File: src/rtl/uart_rx.sv
// 8N1 UART receiver: synchronizes the serial line, recovers frames by mid-bit
// sampling and presents bytes on a valid/ready handshake with error pulses.
module uart_rx #(
    parameter logic [13:0] COUNT_NUM = 14'd10415
) (
    input  logic       clk_i,
    input  logic       srst_i,
    input  logic       RxD_i,
    output logic [7:0] data_o,
    output logic       valid_o,
    input  logic       ready_i,
    output logic       frame_err_o,
    output logic       overrun_o
);

    typedef enum logic [2:0] {
        ST_IDLE      = 3'd0,
        ST_START     = 3'd1,
        ST_DATA      = 3'd2,
        ST_STOP      = 3'd3,
        ST_WAIT_HIGH = 3'd4
    } state_t;

    localparam logic [13:0] HALF_COUNT = COUNT_NUM >> 1;

    logic        rx_meta_r;
    logic        rxs_r;
    state_t      state_r;
    state_t      state_nxt_s;
    logic [13:0] cnt_r;
    logic [13:0] cnt_nxt_s;
    logic [2:0]  idx_r;
    logic [2:0]  idx_nxt_s;
    logic [7:0]  sr_r;
    logic [7:0]  sr_nxt_s;
    logic        deliver_s;
    logic        ferr_s;

    // Two-flop synchronizer for the asynchronous serial line, idling high.
    always_ff @(posedge clk_i) begin
        if (srst_i) begin
            rx_meta_r <= 1'b1;
            rxs_r     <= 1'b1;
        end else begin
            rx_meta_r <= RxD_i;
            rxs_r     <= rx_meta_r;
        end
    end

    // Frame FSM state, baud counter, bit index and shift register.
    always_ff @(posedge clk_i) begin
        if (srst_i) begin
            state_r <= ST_IDLE;
            cnt_r   <= 14'd0;
            idx_r   <= 3'd0;
            sr_r    <= 8'h00;
        end else begin
            state_r <= state_nxt_s;
            cnt_r   <= cnt_nxt_s;
            idx_r   <= idx_nxt_s;
            sr_r    <= sr_nxt_s;
        end
    end

    // Next-state logic; START checks the start bit at its centre, later bits one period apart.
    always_comb begin
        state_nxt_s = state_r;
        cnt_nxt_s   = cnt_r;
        idx_nxt_s   = idx_r;
        sr_nxt_s    = sr_r;
        deliver_s   = 1'b0;
        ferr_s      = 1'b0;
        case (state_r)
            ST_IDLE: begin
                cnt_nxt_s = 14'd0;
                if (!rxs_r) begin
                    state_nxt_s = ST_START;
                end else begin
                    state_nxt_s = ST_IDLE;
                end
            end
            ST_START: begin
                if (cnt_r == HALF_COUNT) begin
                    cnt_nxt_s = 14'd0;
                    idx_nxt_s = 3'd0;
                    if (rxs_r) begin
                        state_nxt_s = ST_IDLE;
                    end else begin
                        state_nxt_s = ST_DATA;
                    end
                end else begin
                    cnt_nxt_s = cnt_r + 14'd1;
                end
            end
            ST_DATA: begin
                if (cnt_r == COUNT_NUM) begin
                    cnt_nxt_s = 14'd0;
                    sr_nxt_s  = {rxs_r, sr_r[7:1]};
                    if (idx_r == 3'd7) begin
                        state_nxt_s = ST_STOP;
                    end else begin
                        idx_nxt_s = idx_r + 3'd1;
                    end
                end else begin
                    cnt_nxt_s = cnt_r + 14'd1;
                end
            end
            ST_STOP: begin
                if (cnt_r == COUNT_NUM) begin
                    cnt_nxt_s = 14'd0;
                    if (rxs_r) begin
                        deliver_s   = 1'b1;
                        state_nxt_s = ST_IDLE;
                    end else begin
                        ferr_s      = 1'b1;
                        state_nxt_s = ST_WAIT_HIGH;
                    end
                end else begin
                    cnt_nxt_s = cnt_r + 14'd1;
                end
            end
            ST_WAIT_HIGH: begin
                // A held-low (break) line must not look like a fresh start bit.
                if (rxs_r) begin
                    state_nxt_s = ST_IDLE;
                end else begin
                    state_nxt_s = ST_WAIT_HIGH;
                end
            end
            default: begin
                state_nxt_s = ST_IDLE;
                cnt_nxt_s   = 14'd0;
            end
        endcase
    end

    // Output handshake: load on delivery unless an unconsumed byte would be lost.
    always_ff @(posedge clk_i) begin
        if (srst_i) begin
            data_o      <= 8'h00;
            valid_o     <= 1'b0;
            frame_err_o <= 1'b0;
            overrun_o   <= 1'b0;
        end else begin
            frame_err_o <= ferr_s;
            overrun_o   <= deliver_s && valid_o && !ready_i;
            if (deliver_s && !(valid_o && !ready_i)) begin
                data_o  <= sr_r;
                valid_o <= 1'b1;
            end else if (valid_o && ready_i) begin
                valid_o <= 1'b0;
            end else begin
                valid_o <= valid_o;
            end
        end
    end

endmodule

File: config.mk
export PLATFORM = sky130hd
export DESIGN_NAME = uart_rx
export DESIGN_NICKNAME = d
export VERILOG_FILES = /design/src/rtl/uart_rx.sv
export SDC_FILE = /design/constraint.sdc
export NUM_CORES = 1
export LEC_CHECK = 0
export CAP_MARGIN = 20
export CELL_PAD_IN_SITES_DETAIL_PLACEMENT = 0
export CELL_PAD_IN_SITES_GLOBAL_PLACEMENT = 1
export CORE_UTILIZATION = 49
export CTS_BUF_LIST = sky130_fd_sc_hd__clkbuf_8
export DETAILED_ROUTE_END_ITERATION = 10
export PLACE_DENSITY_LB_ADDON = 0.1
export SETUP_SLACK_MARGIN = 0.5
export SYNTH_ARGS = -nofsm -noshare
export SYNTH_HDL_FRONTEND = slang
export SYNTH_SLANG_ARGS = --single-unit
File: constraint.sdc
create_clock -name clk_i -period 3.9 [get_ports clk_i]
set_input_delay 0.78 -clock clk_i [delete_from_list [all_inputs] [get_ports clk_i]]
set_output_delay 0.78 -clock clk_i [all_outputs]
set_load 0.05 [all_outputs]
# Word level (Yosys, flattened, before mapping)
# Cells that the tools add are included.
# op_classes
n_mux	21
bitwise_logic	2
eq_ne	12
div_mod_pow	0
add_sub_neg	2
magnitude_cmp	0
n_shift	0
n_reduce_logical	15
n_mul	0
# op_table
operator	count
$pmux 14 s3	1
$mux 14	2
$mux 3	8
$pmux 3 s5	1
$add 14x1->14 const B	1
$eq 14x13->1 const B	1
$eq 14x14->1 const B	1
$ne 2x2->1 const B	5
$reduce_and 4->1	2
$mux 1	7
$eq 3x2->1 const B	2
$eq 3x3->1 const B	2
$pmux 3 s2	1
$logic_and 1x1->1	5
$reduce_bool 2->1	2
$add 3x1->3 const B	1
$eq 3x1->1 const B	1
$logic_not 3->1	1
$reduce_or 3->1	1
$logic_not 1->1	2
$mux 2	1
$not 1->1	2
$reduce_and 2->1	1
$reduce_or 2->1	1
# word_totals
memories	0
ramBits	0
register_bits	41
word_cells	62
mem_bits_ro	0
input_bits	4
latch_bits	0

# Longest topological paths before layout
# Gate-level depths: netlist of the first run.
# logic_depth
ltp_word	5
ltp_mapped	7
mapped_depth_nobuf	7

# Worst setup path before layout of the first run
# OpenSTA, ideal clock, no wires.
# synth_path
path_kind	register to register
start	reg cnt_r[0]
end	reg idx_r[0]
slack_ns	1.903
setup_time_ns	0.070
n_path_buf	0
period_less_slack_ns	1.997
arrival_ns	1.926
path_stages_with_launch	7
cell_sequence	dfxtp_1 ha_1 nand4bb_1 nor4_4 a32oi_1 or4_1 a21oi_1
# synth_via
elab_chain_len	3
# synth_rtl
item	line	text
start, declared	30	logic [13:0] cnt_r;
start signal, assigned	59	cnt_r <= cnt_nxt_s;
$eq 14x14->1 / $eq 14x13->1 (equally long branches)	96, 83	
$ne 2x2->1 (no source line)	-	
$reduce_and 4->1 (no source line) (*)	-	
end signal, assigned	60	idx_r <= idx_nxt_s;
end, declared	32	logic [2:0] idx_r;
# Every way passes the cells marked *; elsewhere a longest branch is shown, timed or not.
# A chain may end at the register's enable or synchronous reset.

# Worst setup path in the final report of the first run
# layout_path
start	reg cnt_r[0]
end	reg cnt_r[13]
# layout_via
elab_chain_len	3
# layout_rtl
item	line	text
$add 14x1->14 (tied with other cells)	92, 105, 119	
$mux 14 (on tied branches)	96, 109, 83	
$pmux 14 s3 (*)	73	case (state_r)
# Marks and branches as above.

==> out/metrics.yaml, run 1 <==
status:
  status: "completed"
cts:
  cts_tree: "done"
  clk_latency_ps: 300
  postCtsHoldBufs: 0
  cts_buffers: 5
  cts_buffer_depth: 2
  cts-root-buf: "clkbuf_8"
  cts.clk_slew.worst_paths_ps: 80
  post-cts-setup-buffer-count: 0
  cts.sinks: 41
  cts_resized: 0
  h-tree-depth: 2
sta:
  setup_viol_count_final: 0
  setup_tns_ps: 0
  final.hold.worst_slack_ps: 419.5
  slew_violations: 0
  tightest_slew_ps: 501.7
  clock.fmax_ghz: 0.4233
  relSlewSlack: 0.6630
  skew_ps: 4.113
  layout_min_cycle_time_ps: 2363
  min_period_over_period: 0.6058
  rsz0062_at_grt: "false"
  final-hold-violation-count: 0
routing:
  ant_nets: 0
  wl_microns: 3672
  drt_iter0_drc: 108
  drcViolationCount: 0
  num_vias: 1527
  routed_via_density: 5.698
  first_pass_iters: 4
  wire_per_inst_microns: 13.70
floorplan:
  die_x_microns: 63.97
  die_h_microns: 63.97
  dieArea_sq_mm: 0.004092
  core_area_sq_mm: 0.003661
  rows: 22
  initial_core_util: 0.5140
  io_pins: 15
global_routing:
  antenna_found_initial: 0
  grt_pass1_wl_microns: 6520
  gr-total-overflow: 0
  grt_pass1_vias: 1416
  grt_max_degree: 40
  grtUsageTotal: 0.2042
yosys:
  syn-num-nets: 214
  synth_edf_count: 0
  avgSynthCellArea_sq_um: 9.091
  ys_seq_elements: 41
  synth-main-ff-cell: "dfxtp_1"
  synth_cells: 207
  seq_area_frac_synth: 0.4362
  synth_warnings: 0
  synth_cell_type_count: 42
  synth_async_sr_flop_share: 0
  syn_area_sq_mm: 0.001882
min_path:
  worstHoldPathCells: 1
  worstHoldEndpoint: "rxs_r$_SDFF_PP1_"
  hold_class: "reg2reg"
  hp-start: "rx_meta_r$_SDFF_PP1_"
setup_path:
  max_stage_delay_ps: 510
  worstSetupEndpointType: "flip-flop"
  critPathLaunchType: "flip-flop"
  crit_chain: "ha_1 > nand4bb_1 > nor4_4 > o32ai_1 > buf_4 > o21bai_1 > nor2_1"
  reg2reg_depth: 7
  cp_max_fo: 14
  r2r-start: "cnt_r[0]$_SDFFE_PP0P_"
  crit_type: "reg2reg"
  cp.required_ps: 4080
  rrSetupSlack_ps: 1540
  slowest_stage: "nor4_4"
  rr_endpoint: "cnt_r[13]$_SDFFE_PP0P_"
  critPathArrivalTime_ps: 2540
layout:
  n_antenna_cell: 0
  nets: 226
  postLayoutCellArea_sq_mm: 0.002141
  final_common_cell: "dfxtp_1"
  mostFrequentLayoutCells: "dfxtp_1 (41), nor2_1 (32), mux2i_1 (16)"
  drive_gt1_frac: 0.08182
  areaGrowthSynthToFinish_pct: 13.76
place:
  dpl.hpwl_microns: 2518
  gp_congestion: 0.8165
  io_buffers: 14
  placed_area_sq_mm: 0.002049
pwr:
  p_leak_nw: 0.8612
  vdd_drop_max_mv: 0.2810
  p_per_area_mw_per_mm2: 336.8
run:
  cap_viol_max_count: 0
==> layer usage <==
metal	share of wire	track usage	wire, microns	vias up
li1	-	-	-	758
met1	0.48	0.2558	1761	741
met2	0.46	0.3218	1705	19
met3	0.033	0.05536	122	9
met4	0.022	0.09943	82	0
met5	0	0	0	-
==> worst max-delay path: cells and delay by family (launching register included) <==
family / cells / cell delay [ps]
fa+ha+maj: 1 / 240
flops: 1 / 430
compound gates: 2 / 500
buf+inv: 1 / 220
simple gates: 3 / 850
==> kinds of logic after synthesis <==
| kind of cell | Yosys count | synth area share |
|---|---|---|
| buf+inv | 16 | 0.03723 |
| mux | 16 | 0.08510 |
| xor+xnor | 8 | 0.03723 |
| simple gates | 95 | 0.2872 |
| flops | 41 | 0.4362 |
| fa+ha+maj | 3 | 0.01995 |
| compound gates | 28 | 0.09708 |
==> cell type report <==
cell class	instances	area [sq um]
Tap cell	48	60.06
Sequential cell	41	820.8
Timing Repair Buffer	17	162.7
Inverter	4	15.01
Multi-Input combinational cell	150	991.0
Clock inverter	3	22.52
Fill cell	333	1520
Clock buffer	5	68.82
==> worst max path at each step <==
stage | from | slack (ps) | cells past startpoint | endpoint
after floorplan | cnt_r[0]$_SDFFE_PP0P_ | 1900 | 6 | idx_r[0]$_SDFFE_PP0P_
after global placement | cnt_r[0]$_SDFFE_PP0P_ | 1650 | 6 | sr_r[6]$_SDFFE_PP0P_
after detailed placement | cnt_r[0]$_SDFFE_PP0P_ | 1570 | 6 | sr_r[1]$_SDFFE_PP0P_
after CTS | cnt_r[0]$_SDFFE_PP0P_ | 1550 | 6 | sr_r[4]$_SDFFE_PP0P_
after global routing | cnt_r[0]$_SDFFE_PP0P_ | 1330 | 6 | sr_r[1]$_SDFFE_PP0P_
final | cnt_r[0]$_SDFFE_PP0P_ | 1540 | 7 | cnt_r[13]$_SDFFE_PP0P_
==> metrics by stage <==
stage	total power [W]	utilization	std cells	setup WS, ps
global route	0.0007462	0.5848	268	1326
finish	0.0007210	0.5848	268	1537
CTS	0.0007322	0.5848	268	1547
floorplan	0.0004440	-	207	1903
detailed placement	0.0004509	0.5598	260	1570
global placement	0.0004503	0.5598	260	1653
==> sequential cells by signal, indices dropped and copies added (netlist names) <==
register / count
frame_err_o: 1
sr_r: 8
state_r: 3
data_o: 8
rx_meta_r: 1
rxs_r: 1
idx_r: 3
cnt_r: 14
overrun_o: 1
valid_o: 1
==> cells in the mapped netlist, drive strengths merged, types with 4 or more instances <==
cell type | n | area, sq um
nand3b | 4 | 30.03
inv | 4 | 15.01
xor2 | 4 | 35.03
nand2b | 4 | 25.02
nor4 | 4 | 55.05
mux2i | 16 | 160.2
xnor2 | 4 | 35.03
clkbuf | 9 | 33.78
dfxtp | 41 | 820.8
nand3 | 5 | 30.03
o21ai | 6 | 30.03
a22oi | 6 | 45.04
a21oi | 6 | 30.03
nand4 | 8 | 50.05
nor2 | 32 | 120.1
nand2 | 14 | 52.55
==> power breakdown <==
part / internal [W] / switching [W]
registers: 0.000420 / 0.00000270
logic: 0.00000734 / 0.0000108
clock network: 0.000125 / 0.000155
total: 0.000553 / 0.000168
Power figures use the tool's default switching activity.
==> run 2, diff against run 1 <==
CORE_UTILIZATION = 41   (was 49)
clock period = 1.9 ns   (was 3.9 ns; I/O delays follow)
==> out/metrics.yaml, run 2 (synthesis gave the netlist of run 1 again) <==
status:
  status: "finished with violations"
  violations: "setup timing"
pwr:
  p_per_area_mw_per_mm2: 654.6  # +94%
  vdd_drop_max_mv: 0.4613  # +64%
  p_leak_nw: 1.054  # +22%
  seq_power_share: 0.525  # -0.061
  internal_power_w: 0.001314  # +140%
  switching_share: 0.2056  # -0.02765
  power_frac_comb: 0.033  # +0.008
  clockPowerShare: 0.442  # +0.053
  p_sw_w: 0.0003401  # +100%
layout:
  largest_register: "cnt_r"
  postLayoutCellArea_sq_mm: 0.002527  # +18%
  drive_gt1_frac: 0.3537  # +0.2718
  final_common_cell: "dfxtp_1"
  largest_reg_flops: 14  # unchanged
  n_fill_cell: 391  # +17%
  n_antenna_cell: 0  # unchanged
  final_util: 0.5765  # -0.008273
  nets: 252  # +12%
  areaGrowthSynthToFinish_pct: 34.31
  layout.cells.non_filler: 298  # +11%
  largestRegisters: "cnt_r: 14 flops, data_o: 8 flops, sr_r: 8 flops"
  mostFrequentLayoutCells: "dfxtp_1 (35), nor2_1 (29), buf_4 (24)"
sta:
  fin_ws_ps: -53.90  # -1591 ps
  min_period_over_period: 1.028  # +0.4226
  layout_min_cycle_time_ps: 1954  # -408.7 ps
  setup_viol_count_final: 3  # +3
  skew_ps: 7.311  # +3.197 ps
  clock.fmax_ghz: 0.5118  # +21%
  final-hold-violation-count: 0  # unchanged
  slew_violations: 0  # unchanged
  relSlewSlack: 0.7067  # +0.04361
  tightest_slew_ps: 436.0  # -65.66 ps
  rsz0062_at_grt: "true"
  setup_tns_ps: -84.27  # -84.27 ps
setup_path:
  cp_max_fo: 2  # -12
  crit_family: "simple AND/OR/NAND/NOR gates"
  crit_chain: "or4b_4 > nor4_4 > buf_4 > a32oi_2 > or4_1 > a21oi_2"
  critPathBufInv: 1  # unchanged
  crit_type: "reg2reg"
  critPathArrivalTime_ps: 2180  # -360 ps
  max_stage_delay_ps: 550  # +40 ps
  critPathLaunchType: "flip-flop"
  worstSetupEndpointType: "flip-flop"
  slowest_stage: "or4b_4"
  cp.required_ps: 2130  # -1950 ps
run:
  cap_viol_max_count: 0  # unchanged
place:
  placed_cells: 282  # +8.5%
  place_ws_ps: -4.593  # -1575 ps
  io_buffers: 14  # unchanged
  gp_congestion: 0.8394  # +2.8%
  placed_area_sq_mm: 0.002238  # +9.2%
  dpl.hpwl_microns: 2888  # +15%
routing:
  drcViolationCount: 0  # unchanged
  routed_via_density: 5.567  # -2.3%
  ant_nets: 0  # unchanged
  first_pass_iters: 4  # unchanged
  drt_iter0_drc: 85  # -21%
  num_vias: 1659  # +8.6%
  wire_per_inst_microns: 14.92  # +8.9%
  wl_microns: 4447  # +21%
cts:
  cts.sinks: 41  # unchanged
  cts_buffer_depth: 2  # unchanged
  cts_tree: "done"
  cts.clk_slew.worst_paths_ps: 80  # about the same
  clk_latency_ps: 290  # about the same
  cts_buffers: 5  # unchanged
  cts-root-buf: "clkbuf_8"
  postCtsHoldBufs: 0  # unchanged
  h-tree-depth: 2  # unchanged
min_path:
  hold_class: "reg2reg"
global_routing:
  antenna_found_initial: 0  # unchanged
  grt_pass1_wl_microns: 7286  # +12%
  grt_max_degree: 39  # -2.5%
  grt_pass1_vias: 1565  # +11%
  grtUsageTotal: 0.1867  # -0.01748
  gr-total-overflow: 0  # unchanged
floorplan:
  die_x_microns: 69.75  # +9.0%
  dieArea_sq_mm: 0.004864  # +19%
  core_area_sq_mm: 0.004384  # +20%
  rows: 24  # +9.1%
  io_pins: 15  # unchanged
  initial_core_util: 0.4292  # -0.08479
  die_h_microns: 69.75  # +9.0%
run 2: changes by cell type in the layout (fill, tap and decap cells not counted), sizes merged:
| cell | delta |
|---|---|
| buf | +35 |
| clkdlybuf4s50 | -11 |
| clkdlybuf4s15 | +2 |
| clkinvlp | -2 |
| bufinv | +1 |
| clkbuf | +1 |
run 2: power groups by stage:
| stage | clock network [W] | registers, W | logic [W] |
|---|---|---|---|
| 3_3_place_gp | 0 | 0.000887 | 0.0000440 |
| 3_5_place_dp | 0 | 0.000887 | 0.0000457 |
| 2_1_floorplan | 0 | 0.000885 | 0.0000276 |
| 6_report | 0.000732 | 0.000868 | 0.0000548 |
| 4_1_cts | 0.000748 | 0.000868 | 0.0000509 |
| 5_1_grt | 0.000783 | 0.000869 | 0.0000588 |
run 2: path summary, 6_finish.rpt:
check        cells after the start  slack [ps]                     to                   start
min reg2reg                      1         440       rxs_r$_SDFF_PP1_    rx_meta_r$_SDFF_PP1_
min                              1         440       rxs_r$_SDFF_PP1_    rx_meta_r$_SDFF_PP1_
max reg2reg                      6         -50  idx_r[0]$_SDFFE_PP0P_  cnt_r[13]$_SDFFE_PP0P_
max                              6         -50  idx_r[0]$_SDFFE_PP0P_  cnt_r[13]$_SDFFE_PP0P_
run 2: repair_timing:
item                                    CTS  global route
hold endpoints to repair                  0             0
pin swaps                                12            14
setup buffers                             5             2
cloned                                    1             0
gates resized for setup                  57            32
endpoints found under the setup margin   50            47
run 2: layer usage:
layer | wire, microns | global-route usage | up-vias
li1 | - | - | 815
met2 | 2122 | 0.3053 | 32
met4 | 79 | 0.06667 | 0
met1 | 2113 | 0.2429 | 804
met5 | 0 | 0 | -
met3 | 130 | 0.04070 | 8
run 2: layout make-up:
cell class | count | area [sq um] | area share
Clock buffer | 6 | 82.58 | 0.03267
Clock inverter | 2 | 37.54 | 0.01485
Inverter | 4 | 15.01 | 0.005941
Multi-Input combinational cell | 150 | 1156 | 0.4574
Sequential cell | 41 | 828.3 | 0.3277
Tap cell | 52 | 65.06 | 0.02574
Timing Repair Buffer | 43 | 342.8 | 0.1356
run 2: metrics by stage:
stage,total power (W),hold WS (ps)
after floorplan,0.0009129,389.5
after global placement,0.0009311,400.6
after detailed placement,0.0009329,406.2
after CTS,0.001666,442.1
after global routing,0.001711,478.4
final,0.001655,441.8
==> run 3, diff against run 2 <==
==> constraint.sdc (replaced) <==
create_clock -name clk_i -period 1.9 [get_ports clk_i]
set_input_delay 0.285 -clock clk_i [delete_from_list [all_inputs] [get_ports clk_i]]
set_output_delay 0.285 -clock clk_i [all_outputs]
set_load 0.05 [all_outputs]
==> out/metrics.yaml, run 3 (synthesis gave the netlist of run 1 again) <==
pwr:
  p_sw_w: 0.0003665  # +7.8%
  seq_power_share: 0.527  # +0.002
  vdd_drop_max_mv: 0.4422  # -4.1%
  power_frac_comb: 0.035  # +0.002
  internal_power_w: 0.001281  # -2.5%
  switching_share: 0.2224  # +0.01683
  clockPowerShare: 0.438  # -0.004
  total_power_w: 0.001648  # -0.40%
  p_leak_nw: 1.045  # -0.81%
  p_per_area_mw_per_mm2: 633.8  # -3.2%
cts:
  cts.clk_slew.worst_paths_ps: 90  # about the same
  cts.sinks: 41  # unchanged
  cts_tree: "done"
  h-tree-depth: 2  # unchanged
  postCtsHoldBufs: 0  # unchanged
  clk_latency_ps: 300  # about the same
  cts-root-buf: "clkbuf_8"
  cts_buffers: 5  # unchanged
  cts_buffer_depth: 2  # unchanged
setup_path:
  crit_chain: "or3b_4 > nor4_4 > buf_6 > nand3b_1 > buf_6 > mux2i_2 > nor2_1"
  crit_family: "simple AND/OR/NAND/NOR gates"
  critPathBufInv: 2  # +1
  critPathLaunchType: "flip-flop"
  cp.required_ps: 2090  # -40 ps
  crit_type: "reg2reg"
  max_stage_delay_ps: 400  # -150 ps
  crit_top_cell: "buf_6"
  cp_max_fo: 8  # +6
  critPathArrivalTime_ps: 2090  # -90 ps
  slowest_stage: "or3b_4"
  worstSetupEndpointType: "flip-flop"
layout:
  largest_reg_flops: 14  # unchanged
  mostFrequentLayoutCells: "dfxtp_1 (36), nor2_1 (30), buf_4 (21)"
  largest_register: "cnt_r"
  final_common_cell: "dfxtp_1"
  drive_gt1_frac: 0.3551  # +0.001444
  n_antenna_cell: 0  # unchanged
  largestRegisters: "cnt_r: 14 flops, data_o: 8 flops, sr_r: 8 flops"
  areaGrowthSynthToFinish_pct: 38.16
  final_util: 0.5930  # +0.01655
  nets: 251  # -0.40%
  layout.cells.non_filler: 297  # -0.34%
  postLayoutCellArea_sq_mm: 0.002600  # +2.9%
floorplan:
  dieArea_sq_mm: 0.004864  # unchanged
  io_pins: 15  # unchanged
  rows: 24  # unchanged
  core_area_sq_mm: 0.004384  # unchanged
  initial_core_util: 0.4292  # unchanged
  die_h_microns: 69.75  # unchanged
  die_x_microns: 69.75  # unchanged
sta:
  setup_tns_ps: 0  # +84.27 ps
  skew_ps: 7.193  # -0.1177 ps
  rsz0062_at_grt: "true"
  slew_violations: 0  # unchanged
  setup_viol_count_final: 0  # -3
  layout_min_cycle_time_ps: 1896  # -57.48 ps
  final-hold-violation-count: 0  # unchanged
  clock.fmax_ghz: 0.5273  # +3.0%
  tightest_slew_ps: 453.6  # +17.58 ps
  min_period_over_period: 0.9981  # -0.03025
  relSlewSlack: 0.6948  # -0.01182
global_routing:
  grt_max_degree: 22  # -44%
  grt_pass1_vias: 1608  # +2.7%
  antenna_found_initial: 0  # unchanged
  grtUsageTotal: 0.2041  # +0.01737
  gr-total-overflow: 0  # unchanged
  grt_pass1_wl_microns: 7776  # +6.7%
routing:
  drt_iter0_drc: 78  # -8.2%
  routed_via_density: 5.522  # -0.81%
  drcViolationCount: 0  # unchanged
  first_pass_iters: 4  # unchanged
  wl_microns: 4587  # +3.1%
  wire_per_inst_microns: 15.44  # +3.5%
  ant_nets: 0  # unchanged
  num_vias: 1640  # -1.1%
place:
  placed_area_sq_mm: 0.002241  # +0.11%
  gp_congestion: 0.8667  # +3.3%
  io_buffers: 14  # unchanged
  dpl.hpwl_microns: 2994  # +3.7%
  placed_cells: 284  # +0.71%
status:
  status: "completed"
min_path:
  hold_class: "reg2reg"
run:
  cap_viol_max_count: 0  # unchanged
-- run 3: layout make-up --
type	count	area [sq um]
Inverter	4	15.01
Clock inverter	3	43.79
Tap cell	52	65.06
Multi-Input combinational cell	150	1196
Sequential cell	41	827.0
Clock buffer	5	68.82
Timing Repair Buffer	42	384.1
Fill cell	377	1784
-- run 3: timing repair --
action | 4_1_cts | 5_1_grt
setup endpoints to repair | 50 | 40
pin swaps | 23 | 16
gates cloned | 1 | 0
buffers inserted | 4 | 0
resized for setup | 71 | 8
-- run 3: final timing paths --
check | startpoint | slack (ps) | to | depth (start not counted)
worst min-delay path | rx_meta_r$_SDFF_PP1_ | 440 | rxs_r$_SDFF_PP1_ | 1
worst min register to register | rx_meta_r$_SDFF_PP1_ | 440 | rxs_r$_SDFF_PP1_ | 1
worst max-delay path | cnt_r[3]$_SDFFE_PP0P_ | 4 | sr_r[6]$_SDFFE_PP0P_ | 7
worst max register to register | cnt_r[3]$_SDFFE_PP0P_ | 4 | sr_r[6]$_SDFFE_PP0P_ | 7
-- run 3: power by group through the flow --
stage                     registers (W)   logic, W  clock network, W
after detailed placement       0.000887  0.0000439                 0
after CTS                      0.000868  0.0000536          0.000742
after global routing           0.000869  0.0000622          0.000780
after floorplan                0.000885  0.0000276                 0
final                          0.000868  0.0000577          0.000722
after global placement         0.000887  0.0000428                 0
-- run 3: per-layer routing --
layer	GRT usage	wire length, microns	up-vias	part of all wire
li1	-	-	814	-
met1	0.2402	2046	797	0.45
met2	0.3581	2335	22	0.51
met3	0.04942	132	7	0.029
met4	0.07556	72	0	0.016
met5	0	0	-	0
-- run 3: metrics by stage --
step                      setup slack (ps)  hold WS, ps
final                                3.581        438.6
after global routing                -56.82        488.9
after CTS                            24.97        446.2
after detailed placement            -10.84        421.3
after global placement              -7.975        401.1
after floorplan                     -55.38        388.8
